==> config.mk <==
export PLATFORM = sky130hd
export DESIGN_NAME = systolic_2x2_controller
export DESIGN_NICKNAME = d
export VERILOG_FILES = /design/src/rtl/systolic_2x2_controller.sv
export SDC_FILE = /design/constraint.sdc
export NUM_CORES = 1
export LEC_CHECK = 0
export ABC_AREA = 1
export CORE_ASPECT_RATIO = 0.5
export CORE_MARGIN = 8
export CORE_UTILIZATION = 48
export CTS_BUF_LIST = sky130_fd_sc_hd__clkbuf_4
export DETAILED_ROUTE_END_ITERATION = 8
export GPL_ROUTABILITY_DRIVEN = 0
export GPL_TIMING_DRIVEN = 1
export PLACE_DENSITY = 0.95
export SYNTH_ARGS = -nofsm -noshare
export SYNTH_HDL_FRONTEND = slang
export SYNTH_SLANG_ARGS = --single-unit
==> constraint.sdc <==
create_clock -name clk -period 3 [get_ports clk]
set_input_delay 0.6 -clock clk [delete_from_list [all_inputs] [get_ports clk]]
set_output_delay 0.6 -clock clk [all_outputs]
set_load 0.02 [all_outputs]
==> src/rtl/systolic_2x2_controller.sv <==
// Sequencer for the 2x2 systolic array: latches A/B, feeds them diagonally skewed, captures C on sa_done.
// Optional WAIT-state watchdog is compiled in with `define SA_TIMEOUT_EN.
module systolic_2x2_controller #(
    parameter int DATA_W      = 2,
    parameter int RES_W       = 5,
    parameter int TIMEOUT_CYC = 16
) (
    input  logic                clk,
    input  logic                rst,
    input  logic                start,
    input  logic [4*DATA_W-1:0] a_mat,
    input  logic [4*DATA_W-1:0] b_mat,
    output logic                busy,
    output logic                sa_load_in,
    output logic [DATA_W-1:0]   sa_row0,
    output logic [DATA_W-1:0]   sa_row1,
    output logic [DATA_W-1:0]   sa_col0,
    output logic [DATA_W-1:0]   sa_col1,
    input  logic [RES_W-1:0]    sa_res00,
    input  logic [RES_W-1:0]    sa_res01,
    input  logic [RES_W-1:0]    sa_res10,
    input  logic [RES_W-1:0]    sa_res11,
    input  logic                sa_done,
    output logic [4*RES_W-1:0]  c_mat,
    output logic                c_valid,
    output logic                timeout_err
);
    // state | meaning
    // IDLE  | waiting for start; operands latched on accept
    // FEED  | three skewed load cycles into the array
    // WAIT  | waiting for sa_done (or watchdog expiry)
    typedef enum logic [1:0] {S_IDLE = 2'd0, S_FEED = 2'd1, S_WAIT = 2'd2} state_t;

    state_t              state_q, state_d;
    logic [1:0]          feed_cnt_q, feed_cnt_d;
    logic [4*DATA_W-1:0] a_q, a_d, b_q, b_d;
    logic                load_q, load_d;
    logic [DATA_W-1:0]   row0_q, row0_d, row1_q, row1_d;
    logic [DATA_W-1:0]   col0_q, col0_d, col1_q, col1_d;
    logic [4*RES_W-1:0]  c_q, c_d;
    logic                c_valid_q, c_valid_d;
`ifdef SA_TIMEOUT_EN
    localparam int WD_W = $clog2(TIMEOUT_CYC + 1);
    logic [WD_W-1:0]     wd_q, wd_d;
    logic                tmo_q, tmo_d;
`endif

    always_ff @(posedge clk) begin
        if (rst) begin
            state_q    <= S_IDLE;
            feed_cnt_q <= 2'd0;
            a_q        <= '0;
            b_q        <= '0;
            load_q     <= 1'b0;
            row0_q     <= '0;
            row1_q     <= '0;
            col0_q     <= '0;
            col1_q     <= '0;
            c_q        <= '0;
            c_valid_q  <= 1'b0;
`ifdef SA_TIMEOUT_EN
            wd_q       <= '0;
            tmo_q      <= 1'b0;
`endif
        end else begin
            state_q    <= state_d;
            feed_cnt_q <= feed_cnt_d;
            a_q        <= a_d;
            b_q        <= b_d;
            load_q     <= load_d;
            row0_q     <= row0_d;
            row1_q     <= row1_d;
            col0_q     <= col0_d;
            col1_q     <= col1_d;
            c_q        <= c_d;
            c_valid_q  <= c_valid_d;
`ifdef SA_TIMEOUT_EN
            wd_q       <= wd_d;
            tmo_q      <= tmo_d;
`endif
        end
    end

    // feed_cnt counts remaining FEED cycles: 2 in F0, 1 in F1, 0 in F2.
    always_comb begin
        state_d    = state_q;
        feed_cnt_d = feed_cnt_q;
        a_d        = a_q;
        b_d        = b_q;
        load_d     = 1'b0;
        row0_d     = '0;
        row1_d     = '0;
        col0_d     = '0;
        col1_d     = '0;
        c_d        = c_q;
        c_valid_d  = 1'b0;
`ifdef SA_TIMEOUT_EN
        wd_d       = wd_q;
        tmo_d      = 1'b0;
`endif
        case (state_q)
            S_IDLE: begin
                if (start) begin
                    state_d    = S_FEED;
                    feed_cnt_d = 2'd2;
                    a_d        = a_mat;
                    b_d        = b_mat;
                    load_d     = 1'b1;
                    row0_d     = a_mat[0*DATA_W +: DATA_W];
                    col0_d     = b_mat[0*DATA_W +: DATA_W];
                end
            end
            S_FEED: begin
                if (feed_cnt_q == 2'd0) begin
                    state_d = S_WAIT;
`ifdef SA_TIMEOUT_EN
                    wd_d    = WD_W'(TIMEOUT_CYC - 1);
`endif
                end else begin
                    feed_cnt_d = feed_cnt_q - 2'd1;
                    load_d     = 1'b1;
                    if (feed_cnt_q == 2'd2) begin
                        row0_d = a_q[1*DATA_W +: DATA_W];
                        row1_d = a_q[2*DATA_W +: DATA_W];
                        col0_d = b_q[2*DATA_W +: DATA_W];
                        col1_d = b_q[1*DATA_W +: DATA_W];
                    end else begin
                        row1_d = a_q[3*DATA_W +: DATA_W];
                        col1_d = b_q[3*DATA_W +: DATA_W];
                    end
                end
            end
            S_WAIT: begin
                if (sa_done) begin
                    c_d       = {sa_res11, sa_res10, sa_res01, sa_res00};
                    c_valid_d = 1'b1;
                    state_d   = S_IDLE;
                end
`ifdef SA_TIMEOUT_EN
                else if (wd_q == '0) begin
                    tmo_d   = 1'b1;
                    state_d = S_IDLE;
                end else begin
                    wd_d = wd_q - 1'b1;
                end
`endif
            end
            default: state_d = S_IDLE;
        endcase
    end

    assign busy       = (state_q != S_IDLE);
    assign sa_load_in = load_q;
    assign sa_row0    = row0_q;
    assign sa_row1    = row1_q;
    assign sa_col0    = col0_q;
    assign sa_col1    = col1_q;
    assign c_mat      = c_q;
    assign c_valid    = c_valid_q;
`ifdef SA_TIMEOUT_EN
    assign timeout_err = tmo_q;
`else
    assign timeout_err = 1'b0;
`endif
endmodule
==> results.md, run 1 <==
* Crit path time final at ~2.2 ns
* Die area at ~6000 um2
* Average cell area after synthesis at around 8 um2
* Min Hold Slack at about 0.47 ns
* DRT iter0 DRCs at 77
* Share of cells above drive strength 1 at 0.0550
* Routed vias/inst at ~5.1
* Vias in the first global route at around 1700
* Rows at 15
* Unrepaired setup endpoints after global routing: no
* Final WL at 4910 um
* I/O pin total at 72
* WP data arrival at about 1.7 ns
* Multi-input logic area at 718 um2
* Post-Syn Instances at around 230
* Horiz. Die Dim at approximately 100 um
* Largest stage delay on the critical path at around 0.59 ns
* Status: complete, no violations
* Layout area overhead at 41.1%
* Root Driver: clkbuf_4
* Setup TNS at 0 ns
* Post-synth cell types at 24
* Met3 Usage GRT at 0.0445
* Register area at around 920 um2
* M2 GR Usage at 0.314
* Slew Viols, Final at 0
* Die Ht at about 60 um
* Kind of cell adding the most delay to the critical path: buffers and inverters
* Yosys top cell by area: dfxtp_1
* Vias at 1736
* Post-Syn Area at approximately 1800 um2
* Clock skew at roughly 0.010 ns
* Setup Crit Path Kind: flip-flop to output pin
* GRT Resource Usage Total at 0.163
* CTS Buf Count at 5
* Worst Setup End Kind: output pin
* Buf/Inv on CP at 2
* Worst-path cell chain: nor2_4, inv_1, clkdlybuf4s50_1
* Max Fclk at 445 MHz
* Port Buffers at 70
* Global-route wire length before repair at just under 8000 um
* Power per cell area at 546 nW/um2
* Synth area leaders: dfxtp_1 51%, a21oi_1 8.5%, nand2_1 8.5%, nand4_1 7.2%, nor2_1 6.0%
* Post-Syn Nets at about 270
* Leak at around 0.97 nW
* # resized after CTS at 0
* Worst setup SP type: flip-flop
* CTS tree: done
* Hold WC Path Type: flip-flop to flip-flop
* Ant. Diodes at 0
* #FFs+latches synth at 46
* Post-DR wirelength/cell at 14.4 um
* Largest net degree at the start of global routing at 30
* CP required at ~2.4 ns
* Sequential area share after synthesis at 0.506
* Yosys warns at 0
* Reg clk slew, reported paths at around 0.13 ns
* GRT overflow at 0
* Clock Latency Late Sink at ~0.36 ns
* Starting Density at 0.516
* Core area at approximately 3500 um2
* CTS hold repair buffers at 0
* Fillers at between 200 and 300
* Met1 usage at 0.162
* DRT Pass-1 Iters at 6
* DR DRC count at 0
* Post-DP HPWL at ~3600 um
* Antenna violation net count after detailed routing at 0
* Initial antenna violation count at 0
* Peak VDD IR at around 280 uV
* Fin nets at 332
* Max-cap viol count at 0
* Gr busiest metal: met2
* Max FO, Critical Path at 7
* Clock sink count at 46
* Post-CTS Setup Inserts at 0
* Period Utilization, post-route at 0.749
* Overall power at 1.40 mW
* H-tree depth at 2
* Yosys top cell area share at 0.506
* Count of final hold-check violations at 0
* Setup violators final at 0
* Worst-case clock buffer depth at 2
* Slowest CP cell: clkdlybuf4s50_1
layout make-up:
cell class	count	area share
Timing Repair Buffer	73	0.282
Tap cell	51	0.0249
Clock inverter	1	0.0117
Inverter	15	0.0229
Sequential cell	46	0.359
Multi-Input combinational cell	149	0.280
Clock buffer	7	0.0205
tightest hold or removal path, delay by kind of cell, from the launching register on:
family          cells  cell delay, ns
flops               1            0.33
simple gates        1            0.06
compound gates      1            0.05
cell usage after synthesis:
master,count
clkbuf_1,2
buf_4,1
nand3_2,1
o21ai_1,10
nor2_1,29
dfxtp_1,46
o21ai_0,2
nand4_1,21
inv_1,13
conb_1,1
nand2_4,1
buf_6,4
nor2_4,1
inv_4,1
nand3b_1,1
buf_1,3
inv_2,1
buf_2,6
nand3_1,7
nand2_1,41
nor3_1,1
ha_1,2
buf_12,1
a21oi_1,31
path summary, 6_finish.rpt:
| path | start | endpoint | slack [ns] | cells after the start |
|---|---|---|---|---|
| max | state_q[0]$_SDFFE_PP0P_ | busy | 0.75 | 3 |
| min reg2reg | c_mat[6]$_SDFFE_PP0P_ | c_mat[6]$_SDFFE_PP0P_ | 0.47 | 2 |
| max reg2reg | state_q[0]$_SDFFE_PP0P_ | c_mat[18]$_SDFFE_PP0P_ | 1.49 | 4 |
| min | c_mat[6]$_SDFFE_PP0P_ | c_mat[6]$_SDFFE_PP0P_ | 0.47 | 2 |
metal layers:
metal | up-vias | part of all wire | wire length (um)
met1 | 799 | 0.37 | 1840
met3 | 8 | 0.069 | 337
met4 | 0 | 0.015 | 76
met5 | - | 0 | 0
li1 | 873 | - | -
met2 | 56 | 0.54 | 2660
registers in the layout (all words and copies together) (netlist names):
signal / count
sa_col0: 2
state_q: 2
sa_row0: 2
sa_load_in: 1
feed_cnt_q: 2
c_valid: 1
c_mat: 20
a_q: 6
b_q: 6
sa_row1: 2
sa_col1: 2
where the power goes:
| part | internal, mW | total (mW) | switching [mW] | leakage (nW) |
|---|---|---|---|---|
| Combinational | 0.139 | 0.329 | 0.190 | 0.553 |
| Sequential | 0.659 | 0.688 | 0.0285 | 0.375 |
| Clock | 0.195 | 0.386 | 0.191 | 0.0463 |
| Total | 0.993 | 1.40 | 0.410 | 0.975 |
per-stage QoR:
stage	setup WS [ns]	util	instances	instance area [um2]
final	0.753	0.728	342	2570
after global routing	0.691	0.728	342	2570
after CTS	0.760	0.728	342	2570
after detailed placement	0.965	0.704	334	2480
after global placement	1.01	0.704	334	2480
after floorplan	1.71	-	227	1820
cells by family (layout without fill, tap and decap cells):
logic type / Yosys count / after routing / synth area share
buf+inv: 32 / 96 / 0.0990
simple gates: 103 / 103 / 0.261
compound gates: 43 / 43 / 0.118
fa+ha+maj: 2 / 2 / 0.0138
other cells: 1 / 1 / 0.00206
flops: 46 / 46 / 0.506
layout by cell type (no fill, tap or decap), types with 2 or more instances in the layout:
cell type / count
clkdlybuf4s50_1: 70
dfxtp_1: 46
nand2_1: 41
a21oi_1: 31
nor2_1: 29
nand4_1: 21
inv_1: 13
o21ai_1: 10
nand3_1: 7
clkbuf_4: 7
buf_4: 3
o21ai_0: 2
ha_1: 2
Note: power is estimated with default switching activity, not from simulation.
==> run 2: changes to the inputs <==
Settings changed: CORE_UTILIZATION 48 to 40, PLACE_DENSITY 0.95 to 0.89.
Clock period 3 ns to 1.9 ns, I/O delays scaled along.
==> run 2 against run 1 <==
Via count is 2.2% lower; non-clock buffer count unchanged; critical path type unchanged; core utilization decreased by 14 points; die area rose by 16%; first-iteration DRC count increased by 26%; power grew 64%; flip-flop and latch count did not move; sequential share of layout area fell by 0.32 points; clock power up 85%; critical path depth shrank 2; hold slack got worse by 0.023 ns; sequential power rose by 58%.
==> results.md, run 2 (synthesized netlist as in run 1, its figures left out) <==
* Antenna violation net count after detailed routing at 0 (unchanged)
* Peak VDD IR at 390 uV (+38%)
* Reg2Reg Setup Slack at 0.43 ns (-1.06 ns)
* Setup Crit Path Kind: flip-flop to output pin
* Post-DR wirelength/cell at 13.6 um (-5.3%)
* Min Hold Slack at 0.450 ns (-0.0232 ns)
* GRT overflow at 0 (unchanged)
* Clock skew at 0.0153 ns (+0.00486 ns)
* Post-DP HPWL at 3570 um (-1.8%)
* Most frequent cells in the layout: 69 x clkdlybuf4s50_1, 45 x dfxtp_1, 41 x nand2_1, 31 x a21oi_1, 29 x nor2_1
* Initial antenna violation count at 0 (unchanged)
* Unrepaired setup endpoints after global routing: no
* Buf/Inv on CP at 1 (-1)
* CP required at 1.52 ns (-0.88 ns)
* Period Utilization, post-route at 0.911
* Max FO, Critical Path at 2 (-5)
* WP data arrival at 1.35 ns (-0.30 ns)
* Crit path time final at around 1.7 ns
* DRT Pass-1 Iters at 4 (-2)
* H-tree depth at 2 (unchanged)
* Worst-case clock buffer depth at 2 (unchanged)
* Cell depth of the worst setup path at 1 (-2)
* Register area at 922 um2 (+0.14%)
* Clock Latency Late Sink at 0.36 ns (about the same)
* Share of cells above drive strength 1 at 0.0550 (unchanged)
* Reg clk slew, reported paths at 0.14 ns (about the same)
* Worst Setup End Kind: output pin
* Status: complete, no violations
* Hold WC Path Type: flip-flop to flip-flop
* Reg2Reg Depth at 4 (unchanged)
* R2R Path Start: state_q[0]$_SDFFE_PP0P_
* Horiz. Die Dim at 111 um (+8.1%)
* Vias at 1698 (-2.2%)
* DRT iter0 DRCs at 97 (+26%)
* Largest net degree at the start of global routing at 29 (-3.3%)
* Rows at 17 (+2)
* Multi-input logic area at 718 um2 (unchanged)
* Max-cap viol count at 0 (unchanged)
* Root Driver: clkbuf_4
* Min-delay src: a_q[5]$_SDFFE_PP0P_
* Starting Density at 0.415 (-0.100)
* Routed vias/inst at 4.88 (-3.9%)
* Die Ht at 63.7 um (+7.0%)
* Kind of cell adding the most delay to the critical path: buffers and inverters
* Number of flip-flops in the largest register at 20 (unchanged)
* Setup TNS at 0 ns (unchanged)
* Worst-path cell chain: clkdlybuf4s50_1
* Fillers at 388 (+40%)
* Ant. Diodes at 0 (unchanged)
* Slew Viols, Final at 0 (unchanged)
* CTS tree: done
* Post-CTS Setup Inserts at 0 (unchanged)
* Worst Hold End: sa_row1[1]$_SDFF_PP0_
* Largest stage delay on the critical path at 0.62 ns (+0.03 ns)
* Slowest CP cell: clkdlybuf4s50_1
* Global-route wire length before repair at 7670 um (-1.3%)
* Setup violators final at 0 (unchanged)
* Power per cell area at 889 nW/um2 (+63%)
* Vias in the first global route at 1650 (-5.4%)
* DR DRC count at 0 (unchanged)
* Port Buffers at 70 (unchanged)
* Leak at 0.984 nW (+0.96%)
* I/O pin total at 72 (unchanged)
* Worst setup SP type: flip-flop
* Fin nets at 332 (unchanged)
* Leading cell type in the layout, fill and taps excluded: clkdlybuf4s50_1
* Hold path depth at 2 (unchanged)
* Layout area overhead at 42.6%
* Final WL at 4730 um (-3.7%)
* Final core area utilization at 0.592 (-0.136)
* CTS Buf Count at 5 (unchanged)
* Core area at 4380 um2 (+24%)
* Clock sink count at 46 (unchanged)
* Max Fclk at approximately 580 MHz
* Count of final hold-check violations at 0 (unchanged)
* Die area at 7090 um2 (+16%)
* Worst flop-to-flop path endpoint: c_mat[4]$_SDFFE_PP0P_
* GRT Resource Usage Total at 0.127 (-0.0357)
-- run 2: cell count changes in the layout (fill, tap and decap cells not counted), sizes merged --
cell,change
clkbuf,-2
bufinv,+1
clkdlybuf4s50,-1
clkinv,+1
dlygate4sd2,+1
-- run 2: power by group --
group	leakage, nW	switching [mW]	total [mW]	internal, mW
logic	0.556	0.292	0.509	0.216
clock network	0.0528	0.307	0.713	0.406
registers	0.376	0.0439	1.09	1.04
total	0.984	0.643	2.31	1.66
-- run 2: tightest hold or removal path, stage by stage (launching register included) --
cell and delay, ns:
dfxtp_1 0.33, nand2_1 0.05, a21oi_1 0.05
-- run 2: worst max path at each step --
stage	slack, ns	end	from
after floorplan	0.80	sa_col1[0]$_SDFF_PP0_	feed_cnt_q[0]$_SDFFE_PP0P_
after global placement	0.23	c_mat[2]$_SDFFE_PP0P_	sa_done
after detailed placement	0.14	c_mat[4]$_SDFFE_PP0P_	sa_done
after CTS	0.16	c_mat[19]	c_mat[19]$_SDFFE_PP0P_
after global routing	0.12	c_mat[7]	c_mat[7]$_SDFFE_PP0P_
final	0.17	c_mat[19]	c_mat[19]$_SDFFE_PP0P_
-- run 2: per-stage QoR --
stage / cells / worst slack (ns) / area, um2 / total power, mW
global placement: 340 / 0.230 / 2490 / 1.60
finish: 348 / 0.169 / 2590 / 2.31
global route: 348 / 0.122 / 2590 / 2.41
detailed placement: 340 / 0.142 / 2490 / 1.62
floorplan: 227 / 0.797 / 1820 / 1.44
CTS: 348 / 0.157 / 2590 / 2.32
-- run 2: cell type report --
class / instances / area share
clock buffer: 5 / 0.0145
clock inverter: 3 / 0.0246
inverter: 15 / 0.0227
multi-input combinational: 149 / 0.277
sequential: 46 / 0.356
tap: 57 / 0.0275
timing repair buffer: 73 / 0.278
-- run 2: metal layers --
| metal | up-vias | track usage | part of all wire | wire length (um) |
|---|---|---|---|---|
| met5 | - | 0 | 0 | 0 |
| met4 | 0 | 0.0346 | 0.0089 | 42 |
| met3 | 5 | 0.0387 | 0.058 | 275 |
| met2 | 57 | 0.245 | 0.52 | 2470 |
| met1 | 761 | 0.130 | 0.41 | 1940 |
| li1 | 875 | - | - | - |
-- run 2: timing repair --
action	CTS	global route
gates resized for setup	2	0
setup endpoints to repair	1	0
hold buffers	0	0
